--- src/rtl/pipereg_skid_stage.sv ---
// Valid/ready pipeline register with a 2-entry skid buffer.
// in_ready is registered, so no combinational ready path crosses the stage.
// An empty stage presents a bubble (NOP in field 0, zeros elsewhere).
// kill_count is a saturating count of the valid entries that flushes destroyed.
module pipereg_skid_stage #(
    parameter int unsigned DATA_WIDTH = 32,
    parameter int unsigned NUM_FIELDS = 3,
    parameter logic [DATA_WIDTH-1:0] BUBBLE_WORD = DATA_WIDTH'(32'h00000013),
    parameter int unsigned STAT_WIDTH = 16
) (
    input  logic                             clk,
    input  logic                             rst,
    input  logic                             flush,
    input  logic                             in_valid,
    output logic                             in_ready,
    input  logic [NUM_FIELDS*DATA_WIDTH-1:0] in_data,
    output logic                             out_valid,
    input  logic                             out_ready,
    output logic [NUM_FIELDS*DATA_WIDTH-1:0] out_data,
    output logic [1:0]                       occupancy,
    output logic [STAT_WIDTH-1:0]            kill_count
);

    localparam int unsigned BUS_W = NUM_FIELDS * DATA_WIDTH;
    localparam int unsigned SUM_W = STAT_WIDTH + 1;
    localparam logic [BUS_W-1:0] BUBBLE_BUS = BUS_W'(BUBBLE_WORD);
    localparam logic [STAT_WIDTH-1:0] KILL_MAX = '1;

    // The state encoding is the occupancy value itself.
    typedef enum logic [1:0] {
        EMPTY = 2'd0,
        ONE   = 2'd1,
        FULL  = 2'd2
    } state_t;

    state_t              state_q, state_d;
    logic [BUS_W-1:0]    main_q, main_d;
    logic [BUS_W-1:0]    skid_q, skid_d;
    logic                ready_q, ready_d;
    logic                valid_q, valid_d;
    logic [STAT_WIDTH-1:0] kill_q, kill_d;
    logic [SUM_W-1:0]    kill_sum;
    logic [1:0]          killed;
    logic                accept;
    logic                fire;

    // Registered state, storage and status; main holds the bubble whenever it is empty.
    always_ff @(posedge clk) begin
        if (rst) begin
            state_q <= EMPTY;
            main_q  <= BUBBLE_BUS;
            skid_q  <= '0;
            ready_q <= 1'b1;
            valid_q <= 1'b0;
            kill_q  <= '0;
        end else begin
            state_q <= state_d;
            main_q  <= main_d;
            skid_q  <= skid_d;
            ready_q <= ready_d;
            valid_q <= valid_d;
            kill_q  <= kill_d;
        end
    end

    // Next state, next storage contents and the flush kill accounting.
    always_comb begin
        state_d  = state_q;
        main_d   = main_q;
        skid_d   = skid_q;
        kill_d   = kill_q;
        kill_sum = '0;
        killed   = 2'd0;
        accept   = in_valid & ready_q;
        fire     = (state_q != EMPTY) & out_ready;

        if (flush) begin
            // A fired head entry leaves normally and is not counted as killed.
            state_d = EMPTY;
            main_d  = BUBBLE_BUS;
            skid_d  = '0;
            case (state_q)
                ONE:     killed = fire ? 2'd0 : 2'd1;
                FULL:    killed = fire ? 2'd1 : 2'd2;
                default: killed = 2'd0;
            endcase
            kill_sum = {1'b0, kill_q} + SUM_W'(killed);
            kill_d   = kill_sum[STAT_WIDTH] ? KILL_MAX : kill_sum[STAT_WIDTH-1:0];
        end else begin
            case (state_q)
                EMPTY: begin
                    if (accept) begin
                        main_d  = in_data;
                        state_d = ONE;
                    end
                end
                ONE: begin
                    if (accept && fire) begin
                        main_d = in_data;
                    end else if (accept) begin
                        skid_d  = in_data;
                        state_d = FULL;
                    end else if (fire) begin
                        main_d  = BUBBLE_BUS;
                        state_d = EMPTY;
                    end
                end
                FULL: begin
                    if (fire) begin
                        main_d  = skid_q;
                        skid_d  = '0;
                        state_d = ONE;
                    end
                end
                default: begin
                    state_d = EMPTY;
                    main_d  = BUBBLE_BUS;
                    skid_d  = '0;
                end
            endcase
        end

        ready_d = (state_d != FULL);
        valid_d = (state_d != EMPTY);
    end

    assign in_ready   = ready_q;
    assign out_valid  = valid_q;
    assign out_data   = main_q;
    assign occupancy  = state_q;
    assign kill_count = kill_q;

endmodule

--- config.mk ---
export PLATFORM = sky130hd
export DESIGN_NAME = pipereg_skid_stage
export DESIGN_NICKNAME = d
export VERILOG_FILES = /design/src/rtl/pipereg_skid_stage.sv
export SDC_FILE = /design/constraint.sdc
export NUM_CORES = 1
export LEC_CHECK = 0
export BUFFER_PORTS_ARGS = -buffer_cell sky130_fd_sc_hd__buf_2
export CORE_MARGIN = 2
export CORE_UTILIZATION = 45
export DETAILED_ROUTE_END_ITERATION = 8
export GPL_TIMING_DRIVEN = 0
export PLACE_DENSITY = 0.83
export SYNTH_ARGS = -nofsm -noshare
export SYNTH_HDL_FRONTEND = slang
export SYNTH_SLANG_ARGS = --single-unit
export TNS_END_PERCENT = 5
--- constraint.sdc ---
create_clock -name clk -period 2.7 [get_ports clk]
set_input_delay 0.54 -clock clk [delete_from_list [all_inputs] [get_ports clk]]
set_output_delay 0.54 -clock clk [all_outputs]
set_load 0.01 [all_outputs]
Yosys cells after proc, flatten, opt, wreduce, memory -nomap -nowiden
Cells that the tools add are included.
Storage, ports and cells
  register bits after elaboration: 212
  latch bits: 0
  RAM bits: 0
  ROM bits: 0
  input port bits: 101
  output and inout bits: 116
  word-level logic and storage cells: 47
  memories kept: 0
Operators by class
  $add $sub $neg: 1
  multiply operators: 0
  divide/modulo/power cells: 0
  $lt $le $gt $ge: 0
  equal/unequal tests: 9
  shift-type cells: 0
  multiplexer cells: 21
  bitwise gates (word level): 3
  reduce and logical (&&, ||, !) cells: 7
Operators with widths (count)
  2-to-1 mux 96 bit: 7
  one-hot mux 96 bit (3 select lines): 2
  adder 16 x 2 -> 17 bit: 1
  2-to-1 mux 16 bit: 1
  2-to-1 mux 2 bit: 8
  inequality test 2 bit, second input constant: 5
  AND reduction 4 bit: 2
  inequality test 3 bit, second input constant: 2
  one-hot mux 2 bit (3 select lines): 1
  one-hot mux 2 bit (2 select lines): 1
  nonzero test 2 bit: 2
  AND 1 bit: 2
  equality test 2 x 1 -> 1 bit, second input constant: 1
  equality test 2 bit, second input constant: 1
  logical NOT 2 bit: 1
  OR reduction 2 bit: 1
  logical AND 1 bit: 1
  2-to-1 mux 1 bit: 1
  inverter 1 bit: 1

Longest topological paths before layout
Gate-level depths: netlist (run 1).
  depth in word-level cells: 8
  depth in mapped cells: 10

Least setup slack after synthesis (run 1)
Ideal clock, no wire load.
  kind: in2reg
  start point: input port out_ready
  end point: register kill_q[15] (netlist: kill_count[15])
  library setup time: 0.095 ns
  arrival time: 2.450 ns
  required time: 2.605 ns
  path slack: 0.155 ns
  stages: 8
  buffers on the path: 1
  path through: buf_2 > or3b_2 > inv_1 > ha_1 > a21oi_1 > or3_4 > or4_1 > a221oi_1
Between the ends
  word-level cells in the longest chain between the ends: 6
  elaborated cells on any way between the ends: 7
RTL lines
  start: declaration: line 18  | input logic out_ready,
  AND 1 bit *: line 75  | fire = (state_q != EMPTY) & out_ready;
  2-to-1 mux 2 bit / 2-to-1 mux 1 bit (equally long branches): line 84, 83
  one-hot mux 2 bit (2 select lines) *: line 82  | case (state_q)
  2-to-1 mux 2 bit *: line 77  | if (flush) begin
  adder 16 x 2 -> 17 bit *: line 87  | kill_sum = {1'b0, kill_q} + SUM_W'(killed);
  2-to-1 mux 16 bit *: line 88  | kill_d = kill_sum[STAT_WIDTH] ? KILL_MAX : kill_sum[STAT_WIDTH-1:0];
  end signal: assignment: line 62  | kill_q <= kill_d;
  end: declaration: line 41  | logic [STAT_WIDTH-1:0] kill_q, kill_d;
Every way passes the cells marked *; elsewhere a longest branch is shown, timed or not. The select of a mux whose other input is x is not followed.
A chain may end at the register's enable or synchronous reset.

Worst setup path after layout (run 1)
  start point: register state_q[0] (netlist: occupancy[0])
  end point: register kill_q[15] (netlist: kill_count[15])
Between the ends
  word-level cells in the longest chain between the ends: 7
  elaborated cells on any way between the ends: 10
RTL lines
  start: declaration: line 36  | state_t state_q, state_d;
  start signal: assignment: line 57  | state_q <= state_d;
  nonzero test 2 bit: line 75
  AND 1 bit: line 75
  2-to-1 mux 2 bit / 2-to-1 mux 1 bit (equally long branches): line 84, 83
  one-hot mux 2 bit (2 select lines) *: line 82
  2-to-1 mux 2 bit *: line 77
  adder 16 x 2 -> 17 bit *: line 87
  2-to-1 mux 16 bit *: line 88
Marks and branches as above.

==> results of run 1 <==
power groups by stage:
| stage | combinational [uW] | sequential, uW | clock (uW) |
|---|---|---|---|
| global route | 779 | 3260 | 3050 |
| global placement | 694 | 3320 | 0 |
| floorplan | 371 | 3360 | 0 |
| finish | 713 | 3260 | 2880 |
| CTS | 712 | 3260 | 2930 |
| detailed placement | 707 | 3320 | 0 |
what timing repair did:
action	CTS	global route
resized for setup	2	8
pin swaps	0	1
endpoints found under the hold margin	0	0
endpoints found under the setup margin	11	14
kinds of logic after synthesis:
| family | count (synthesis) | share of synthesized area |
|---|---|---|
| buffers and inverters | 97 | 0.0454 |
| and+or+nand+nor | 339 | 0.175 |
| muxes | 102 | 0.110 |
| AOI/OAI and AO/OA | 223 | 0.201 |
| xor gates and xnor gates | 6 | 0.00566 |
| DFF | 212 | 0.457 |
| adders and majority gates | 3 | 0.00485 |
cell type report:
class	count	area, um^2	share of cell area
Multi-Input combinational cell	673	4640	0.406
Sequential cell	212	4250	0.372
Timing Repair Buffer	215	1080	0.0943
Clock buffer	32	639	0.0560
Buffer	91	408	0.0357
Tap cell	270	338	0.0296
Clock inverter	8	42.5	0.00373
Inverter	6	22.5	0.00197
Antenna cell	3	7.51	0.000658
synthesized netlist by cell type, types with 2 or more instances:
cell,instances
mux2_2,3
o22a_1,2
buf_4,5
a21oi_1,14
dfxtp_1,212
a211oi_1,2
o21ai_0,6
nor4_1,2
mux2i_1,99
nand3_1,4
nor2_1,197
o22ai_1,4
or3_1,4
and2_1,98
xnor2_1,5
clkbuf_1,48
and3b_1,2
or4_1,2
ha_1,2
nor3_1,5
buf_1,7
a221o_1,93
buf_2,31
a31oi_1,5
inv_1,6
nor2b_1,5
a22oi_1,93
nand2_1,9
registers in the layout, indices dropped and copies added, names as in the netlist:
| name | cells |
|---|---|
| out_valid | 1 |
| out_data | 96 |
| occupancy | 2 |
| skid_q | 96 |
| kill_count | 16 |
| in_ready | 1 |
how the worst max path moves through the flow:
stage	to	slack, ps	cells past startpoint
5_1_grt	kill_count[13]	40	9
3_5_place_dp	kill_count[13]	-340	7
6_report	kill_count[15]	160	8
3_3_place_gp	kill_count[13]	-260	7
4_1_cts	kill_count[15]	5	8
2_1_floorplan	kill_count[15]	150	8
through the flow:
stage | cell area (um^2) | hold slack, ps | total power, uW | std cells
6_report | 11400 | 284 | 6850 | 1510
5_1_grt | 11400 | 277 | 7090 | 1509
4_1_cts | 11400 | 270 | 6900 | 1507
3_5_place_dp | 10700 | 459 | 4030 | 1467
3_3_place_gp | 10700 | 449 | 4010 | 1467
2_1_floorplan | 9280 | 454 | 3730 | 982
per-layer routing:
metal,routed length [um],GRT usage,part of all wire,vias up
li1,-,-,-,4045
met1,11400,0.307,0.45,3997
met2,11700,0.355,0.46,305
met3,1730,0.0377,0.068,44
met4,556,0.0668,0.022,0
met5,0,0,0,-
==> qor.txt, run 1 <==
status - finished clean
synthesized cell area - 9280 um^2
Skew-Pair Late Insertion Delay - 500 ps
clk_skew - 14.1 ps
Net Sw Frac - 0.247
DRT Wirelength - 25.4 mm
Synth Instances - 982
top cells by area, synth - dfxtp_1 (46%), mux2i_1 (11%), a221o_1 (10%), nor2_1 (8.0%), a22oi_1 (7.5%)
Starting Density - 0.459
sequential cell fraction of total power - 0.476
setup bufs post-CTS - 0
Min Clock Period, post-route - 2540 ps
area leader, netlist - dfxtp_1
Area Growth Syn to Fin - 23.0%
num rows - 52
Critical Path Sink Type - flip-flop
RR Startpoint - occupancy[0]
initial antenna violation count - 2
Top FF cell, synth - dfxtp_1
syn avg cell area - 9.45 um^2
CTS Hold Bufs - 0
final core area utilization - 0.564
Hold EP - out_data[78]
highest clock rate - 393 MHz
Pins Over Slew Limit - 0
total clock sinks - 212
GRT overflow - 0
Filler cells - 1782
Clk pwr share - 0.420
H-tree depth - 1
WHS Path Cells - 2
Post-synth EDFFs - 0
register area share after synthesis - 0.457
1st-iter DRT viols - 584
CTS max path bufs - 3
Place WS - -341 ps
commonest non-fill, non-tap cells in the layout - buf_2 (244), dfxtp_1 (210), nor2_1 (197)
Die Wd - 148 um
setup ws final - 156 ps
R2R setup slack - 160 ps
core footprint - 20200 um^2
Setup-failing EPs final - 0
crit path cell chain - buf_4 -> or3b_2 -> inv_1 -> ha_1 -> a21oi_1 -> or3_4 -> or4_1 -> a221oi_2
Root Driver - clkbuf_16
Critical Path Source Type - flip-flop
CP required - 3110 ps
Logic pwr share - 0.104
Worst Hold Class - input pin to flip-flop
Crit path largest cell delay - 520 ps
PortBufs - 215
Global Route Usage Sum - 0.221
most common cell after layout, fill and taps aside - buf_2
Worst EP arrival - 2960 ps
largest net degree at the start of global routing - 14
layout cells sized above 1 - 0.242
Max Cap Viol - 0
Synthesized Nets - 1086
Residual DRC - 0
Leak - 0.00477 uW
DRT Pass-1 Iters - 5
first-pass GRT wire length - 40.1 mm
Slew @ Worst Pin - 759 ps
ANT nets after route - 0
gpl congestion - 0.867
Die Y - 148 um
relative slew slack - 0.494
number of global-route vias before repair - 7760
slowest CP cell - or3b_2
Internal - 5160 uW
reg2reg end - kill_count[15]
RSZ-0062 raised after global routing - false
Clock transition at path regs - 60 ps
TritonCTS buffer count - 23
NetSw - 1690 uW
WL per Instance - 16.8 um
fin crit share - 0.942
Syn. warnings - 0
synth unique cells - 45
Worst Hold Launch - in_data[78]
Crit Path Category - flip-flop to flip-flop
Setup crit start - occupancy[0]
Via density - 5.56
crit-path leading delay family - simple AND/OR/NAND/NOR gates
NumNets Final - 1326
Fin Setup TNS - 0 ps
Yosys top cell area share - 0.457
TritonCTS clock tree - yes
Hold Vio Cnt, Final - 0
Ports - 217
asr flop ratio synth - 0
pwr dens - 600 nW/um^2
DIE AREA - 21800 um^2
Synth Register Bits - 212
DP HPWL - 17.5 mm
r2r worst-path depth - 8
worst-path fanout max - 10
peak supply drop - 453 uV
WP buf/inv - 2
Via Count - 8391
(Power assumes the default switching activity.)
==> inputs of run 2 (changes only) <==
--- a/config.mk
+++ b/config.mk
@@ -6,11 +6,13 @@
 export NUM_CORES = 1
 export LEC_CHECK = 0
 export BUFFER_PORTS_ARGS = -buffer_cell sky130_fd_sc_hd__buf_2
+export CAP_MARGIN = 20
 export CORE_MARGIN = 2
 export CORE_UTILIZATION = 45
 export DETAILED_ROUTE_END_ITERATION = 8
 export GPL_TIMING_DRIVEN = 0
 export PLACE_DENSITY = 0.83
+export RECOVER_POWER = 100
 export SYNTH_ARGS = -nofsm -noshare
 export SYNTH_HDL_FRONTEND = slang
 export SYNTH_SLANG_ARGS = --single-unit
==> run 2 against run 1 <==
Core utilization shrank 0.72 points. Global-route usage is the same. Non-clock buffer count is the same. Total power shrank 0.21%. Clock-buffer cell count is the same. Routed wire length grew 0.18%. Clock power is essentially flat. Sequential cell count is the same. Highest routed layer unchanged.
==> qor.txt, run 2 (synthesis results as in run 1) <==
Hold Slack - 284 ps (+0.542 ps)
relative slew slack - 0.453 (-0.0409)
RSZ-0062 raised after global routing - false
first-pass GRT wire length - 40.1 mm (unchanged)
Critical Path Source Type - flip-flop
Via density - 5.56 (about the same)
setup ws final - 136 ps (-20.1 ps)
NumNets Final - 1326 (unchanged)
Global Route Usage Sum - 0.221 (unchanged)
DIE AREA - 21800 um^2 (unchanged)
Min Clock Period, post-route - 2560 ps (+20.1 ps)
fin crit share - 0.950 (+0.00745)
GRT overflow - 0 (unchanged)
TritonCTS clock tree - yes
Residual DRC - 0 (unchanged)
status - finished clean
Skew-Pair Late Insertion Delay - 500 ps (about the same)
DRT Wirelength - 25.4 mm (+0.18%)
WP buf/inv - 2 (unchanged)
Critical Path Sink Type - flip-flop
Place WS - -341 ps (unchanged)
commonest non-fill, non-tap cells in the layout - dfxtp_1 (210), nor2_1 (197), clkbuf_1 (172)
peak supply drop - 452 uV (-0.13%)
Worst Hold Class - input pin to flip-flop
1st-iter DRT viols - 525 (-10%)
Leak - 0.00426 uW (-11%)
Slew @ Worst Pin - 820 ps (+61.4 ps)
TritonCTS buffer count - 23 (unchanged)
num rows - 52 (unchanged)
CP required - 3060 ps (-50 ps)
CTS Hold Bufs - 0 (unchanged)
PortBufs - 215 (unchanged)
Filler cells - 1852 (+3.9%)
WL per Instance - 16.8 um (+0.18%)
crit-path leading delay family - simple AND/OR/NAND/NOR gates
Area after DPL - 10700 um^2 (unchanged)
worst-path fanout max - 10 (unchanged)
Hold Vio Cnt, Final - 0 (unchanged)
Starting Density - 0.459 (unchanged)
Setup-failing EPs final - 0 (unchanged)
largest net degree at the start of global routing - 14 (unchanged)
H-tree depth - 1 (unchanged)
Root Driver - clkbuf_16
clk_skew - 13.9 ps (-0.198 ps)
total clock sinks - 212 (unchanged)
Die Y - 148 um (unchanged)
gpl congestion - 0.867 (unchanged)
Pins Over Slew Limit - 0 (unchanged)
Crit Path Category - flip-flop to flip-flop
Via Count - 8392 (+0.012%)
highest clock rate - 390 MHz (-0.78%)
layout cells sized above 1 - 0.148 (-0.0938)
pwr dens - 606 nW/um^2 (+1.1%)
Crit path largest cell delay - 470 ps (-50 ps)
Max Cap Viol - 0 (unchanged)
Clock transition at path regs - 60 ps (about the same)
DRT Pass-1 Iters - 8 (+3)
Worst EP arrival - 2920 ps (-40 ps)
CTS max path bufs - 3 (unchanged)
Area Growth Syn to Fin - 21.4%
core footprint - 20200 um^2 (unchanged)
ANT nets after route - 0 (unchanged)
number of global-route vias before repair - 7760 (unchanged)
crit path cell chain - buf_6 -> nand2b_1 -> o22ai_1 -> ha_1 -> inv_1 -> fa_1 -> or3_1 -> nor4_1 -> nor3_1
initial antenna violation count - 2 (unchanged)
most common cell after layout, fill and taps aside - dfxtp_1
post-layout instance area - 11300 um^2 (-1.3%)
Die Wd - 148 um (unchanged)
DP HPWL - 17.5 mm (unchanged)
Ports - 217 (unchanged)
slowest CP cell - or3_1
-- run 2: changes by cell type in the layout (fill, tap and decap cells not counted) --
| cell | before | now |
|---|---|---|
| clkbuf_1 | 54 | 172 |
| buf_2 | 244 | 121 |
| and2_0 | 0 | 29 |
| clkbuf_2 | 0 | 7 |
| and2_1 | 98 | 69 |
| buf_1 | 7 | 5 |
-- run 2: worst paths after layout --
| check | start | end | slack (ps) | cells after the start |
|---|---|---|---|---|
| setup / recovery | occupancy[1] | kill_count[12] | 140 | 9 |
| hold / removal | in_data[78] | out_data[78] | 280 | 2 |
| setup reg to reg | occupancy[1] | kill_count[12] | 140 | 9 |
| hold reg to reg | out_data[1] | out_data[1] | 480 | 2 |
-- run 2: stage by stage --
| stage | power, uW | TNS [ps] | instances | utilization |
|---|---|---|---|---|
| floorplan | 3730 | 0 | 982 | - |
| finish | 6830 | 0 | 1510 | 0.557 |
| detailed placement | 4030 | -3290 | 1467 | 0.529 |
| global route | 7070 | 0 | 1509 | 0.557 |
| global placement | 4010 | -2440 | 1467 | 0.529 |
| CTS | 6900 | 0 | 1507 | 0.563 |
-- run 2: cell type report --
| cell class | instances | area (um^2) | area share |
|---|---|---|---|
| sequential | 212 | 4250 | 0.377 |
| inverter | 6 | 22.5 | 0.00200 |
| tap | 270 | 338 | 0.0300 |
| multi-input combinational | 673 | 4640 | 0.411 |
| antenna | 3 | 7.51 | 0.000666 |
| buffer | 91 | 405 | 0.0360 |
| clock buffer | 32 | 639 | 0.0567 |
| timing repair buffer | 215 | 933 | 0.0828 |
| clock inverter | 8 | 42.5 | 0.00377 |
-- run 2: per-layer routing --
metal  up-vias  share of wire  global-route usage
li1       4047              -                   -
met1      4026           0.45               0.307
met2       281           0.46               0.355
met3        38          0.065              0.0377
met4         0          0.019              0.0668
met5         -              0                   0
-- run 2: what timing repair did --
item	in CTS	in global routing
endpoints found under the setup margin	11	14
pin swaps	0	1
buffers inserted	0	0
resized for setup	2	8
-- run 2: power by group --
group          total (uW)  switching (uW)  internal (uW)
Combinational         693             415            278
Clock                2880            1230           1650
Sequential           3260            47.3           3210
Total                6830            1700           5140
==> inputs of run 3 (changes only) <==
--- a/config.mk
+++ b/config.mk
@@ -7,6 +7,7 @@
 export LEC_CHECK = 0
 export BUFFER_PORTS_ARGS = -buffer_cell sky130_fd_sc_hd__buf_2
 export CAP_MARGIN = 20
+export CORE_ASPECT_RATIO = 2
 export CORE_MARGIN = 2
 export CORE_UTILIZATION = 45
 export DETAILED_ROUTE_END_ITERATION = 8
==> run 3 against run 2 <==
Sequential share of layout area increased by 0.087 points. Non-clock buffer count unchanged. Via count increased by 2.3%. Final area decreased by 0.29%. Largest cell class unchanged. Highest routed layer is now met5.
==> qor.txt, run 3 (synthesis results as in run 1) <==
Starting Density - 0.456 (-0.00304)
layout cells sized above 1 - 0.144 (-0.00404)
core footprint - 20400 um^2 (+0.67%)
DIE AREA - 21900 um^2 (+0.32%)
setup ws final - 48.5 ps (-87.7 ps)
DRT Wirelength - 27.1 mm (+6.6%)
first-pass GRT wire length - 43.3 mm (+8.0%)
TritonCTS buffer count - 20 (-13%)
Crit Path Category - flip-flop to flip-flop
fin crit share - 0.982 (+0.0325)
Global Route Usage Sum - 0.241 (+0.0201)
Hold Slack - 294 ps (+9.22 ps)
total clock sinks - 212 (unchanged)
Worst EP arrival - 3030 ps (+110 ps)
H-tree depth - 1 (unchanged)
Fin Setup TNS - 0 ps (unchanged)
final core area utilization - 0.552 (-0.00529)
area of the multi-input gates - 4640 um^2 (+0.13%)
Via Count - 8588 (+2.3%)
RSZ-0062 raised after global routing - true
largest net degree at the start of global routing - 15 (+1)
WHS Path Cells - 2 (unchanged)
number of global-route vias before repair - 8712 (+12%)
Root Driver - clkbuf_16
FF+latch area - 4240 um^2 (about the same)
Clock transition at path regs - 60 ps (about the same)
highest clock rate - 377 MHz (-3.3%)
1st-iter DRT viols - 412 (-22%)
Filler cells - 1916 (+3.5%)
status - finished clean
PortBufs - 215 (unchanged)
DRT Pass-1 Iters - 5 (-3)
Critical Path Source Type - flip-flop
r2r worst-path depth - 9 (unchanged)
setup bufs post-CTS - 0 (unchanged)
NumNets Final - 1323 (-0.23%)
worst-path fanout max - 10 (unchanged)
CP required - 3080 ps (+20 ps)
Residual DRC - 0 (unchanged)
Ports - 217 (unchanged)
most common cell after layout, fill and taps aside - dfxtp_1
Leak - 0.00429 uW (+0.52%)
CTS max path bufs - 3 (unchanged)
pwr dens - 609 nW/um^2 (+0.41%)
Place WS - -277 ps (+63.7 ps)
Via density - 5.74 (+3.2%)
R2R setup slack - 50 ps (-90 ps)
GRT overflow - 0 (unchanged)
Setup-failing EPs final - 0 (unchanged)
Hold Vio Cnt, Final - 0 (unchanged)
Die Y - 207 um (+40%)
gpl congestion - 0.850 (-1.9%)
peak supply drop - 465 uV (+2.8%)
Worst Hold Launch - in_data[9]
Slew @ Worst Pin - 788 ps (-32.0 ps)
Die Wd - 106 um (-28%)
Pins Over Slew Limit - 0 (unchanged)
Skew-Pair Late Insertion Delay - 500 ps (about the same)
initial antenna violation count - 2 (unchanged)
RR Startpoint - occupancy[1]
ANT nets after route - 0 (unchanged)
WL per Instance - 18.1 um (+7.6%)
relative slew slack - 0.474 (+0.0213)
clk_skew - 9.22 ps (-4.70 ps)
Worst Hold Class - input pin to flip-flop
Max Cap Viol - 0 (unchanged)
Critical Path Sink Type - flip-flop
reg2reg end - kill_count[12]
Min Clock Period, post-route - 2650 ps (+87.7 ps)
commonest non-fill, non-tap cells in the layout - dfxtp_1 (212), nor2_1 (197), clkbuf_1 (167)
num rows - 74 (+42%)
Hold EP - out_data[9]
DP HPWL - 20.0 mm (+14%)
Area Growth Syn to Fin - 21.1%
TritonCTS clock tree - yes
==> run 3: changes by cell type in the layout (fill, tap and decap cells not counted), moves of 2 or more <==
cell       previous run  this run
clkbuf_2              7         0
and2_0               29         1
bufinv_16             0         2
clkbuf_1            172       167
diode_2               3         1
and2_1               69        97
clkinv_2              7         0
buf_2               121       132
buf_1                 5         7
dfxtp_1             210       212
dfxtp_2               2         0
clkbuf_16            23        21
==> run 3: power breakdown <==
part,switching (uW),internal (uW),total [uW]
registers,50.7,3210,3260
clock network,1180,1700,2880
logic,421,279,700
total,1660,5180,6840
==> run 3: repair_timing <==
| item | in CTS | in global routing |
|---|---|---|
| resized for setup | 1 | 4 |
| endpoints found under the setup margin | 10 | 15 |
| pin swaps | 0 | 1 |
| hold buffers | 0 | 0 |
==> run 3: worst max path at each step <==
stage | start | endpoint | slack, ps
floorplan | out_ready | kill_count[15] | 150
global placement | out_ready | kill_count[11] | -270
detailed placement | out_ready | kill_count[4] | -280
CTS | occupancy[1] | kill_count[4] | 10
global route | occupancy[0] | kill_count[15] | -40
finish | occupancy[1] | kill_count[12] | 50
==> run 3: critical path, cell delays in order (launching register included) <==
cell and delay [ps]:
dfxtp_1 330, clkbuf_4 190, nand2b_1 200, o22ai_1 210
ha_1 210, inv_1 60, fa_1 440, or3_1 500
nor4_1 300, nor3_1 90
==> run 3: layout make-up <==
| class | instances | share of cell area |
|---|---|---|
| Sequential cell | 212 | 0.378 |
| Inverter | 6 | 0.00200 |
| Antenna cell | 1 | 0.000223 |
| Multi-Input combinational cell | 673 | 0.413 |
| Timing Repair Buffer | 215 | 0.0832 |
| Tap cell | 266 | 0.0296 |
| Buffer | 91 | 0.0357 |
| Clock buffer | 30 | 0.0524 |
| Clock inverter | 3 | 0.00612 |
==> run 3: metal layers <==
metal  vias to the layer above  GRT usage  share of wire
met2                       303      0.461           0.55
met3                        93     0.0302          0.048
met5                         -          0        0.00044
li1                       4042          -              -
met4                         2      0.130          0.049
met1                      4148      0.248           0.35
==> run 3: metrics by stage <==
stage,instance area [um^2],total power [uW],instances
CTS,11400,6900,1496
detailed placement,10700,4040,1463
global route,11200,7050,1497
finish,11200,6840,1497
floorplan,9280,3730,982
global placement,10700,4030,1463
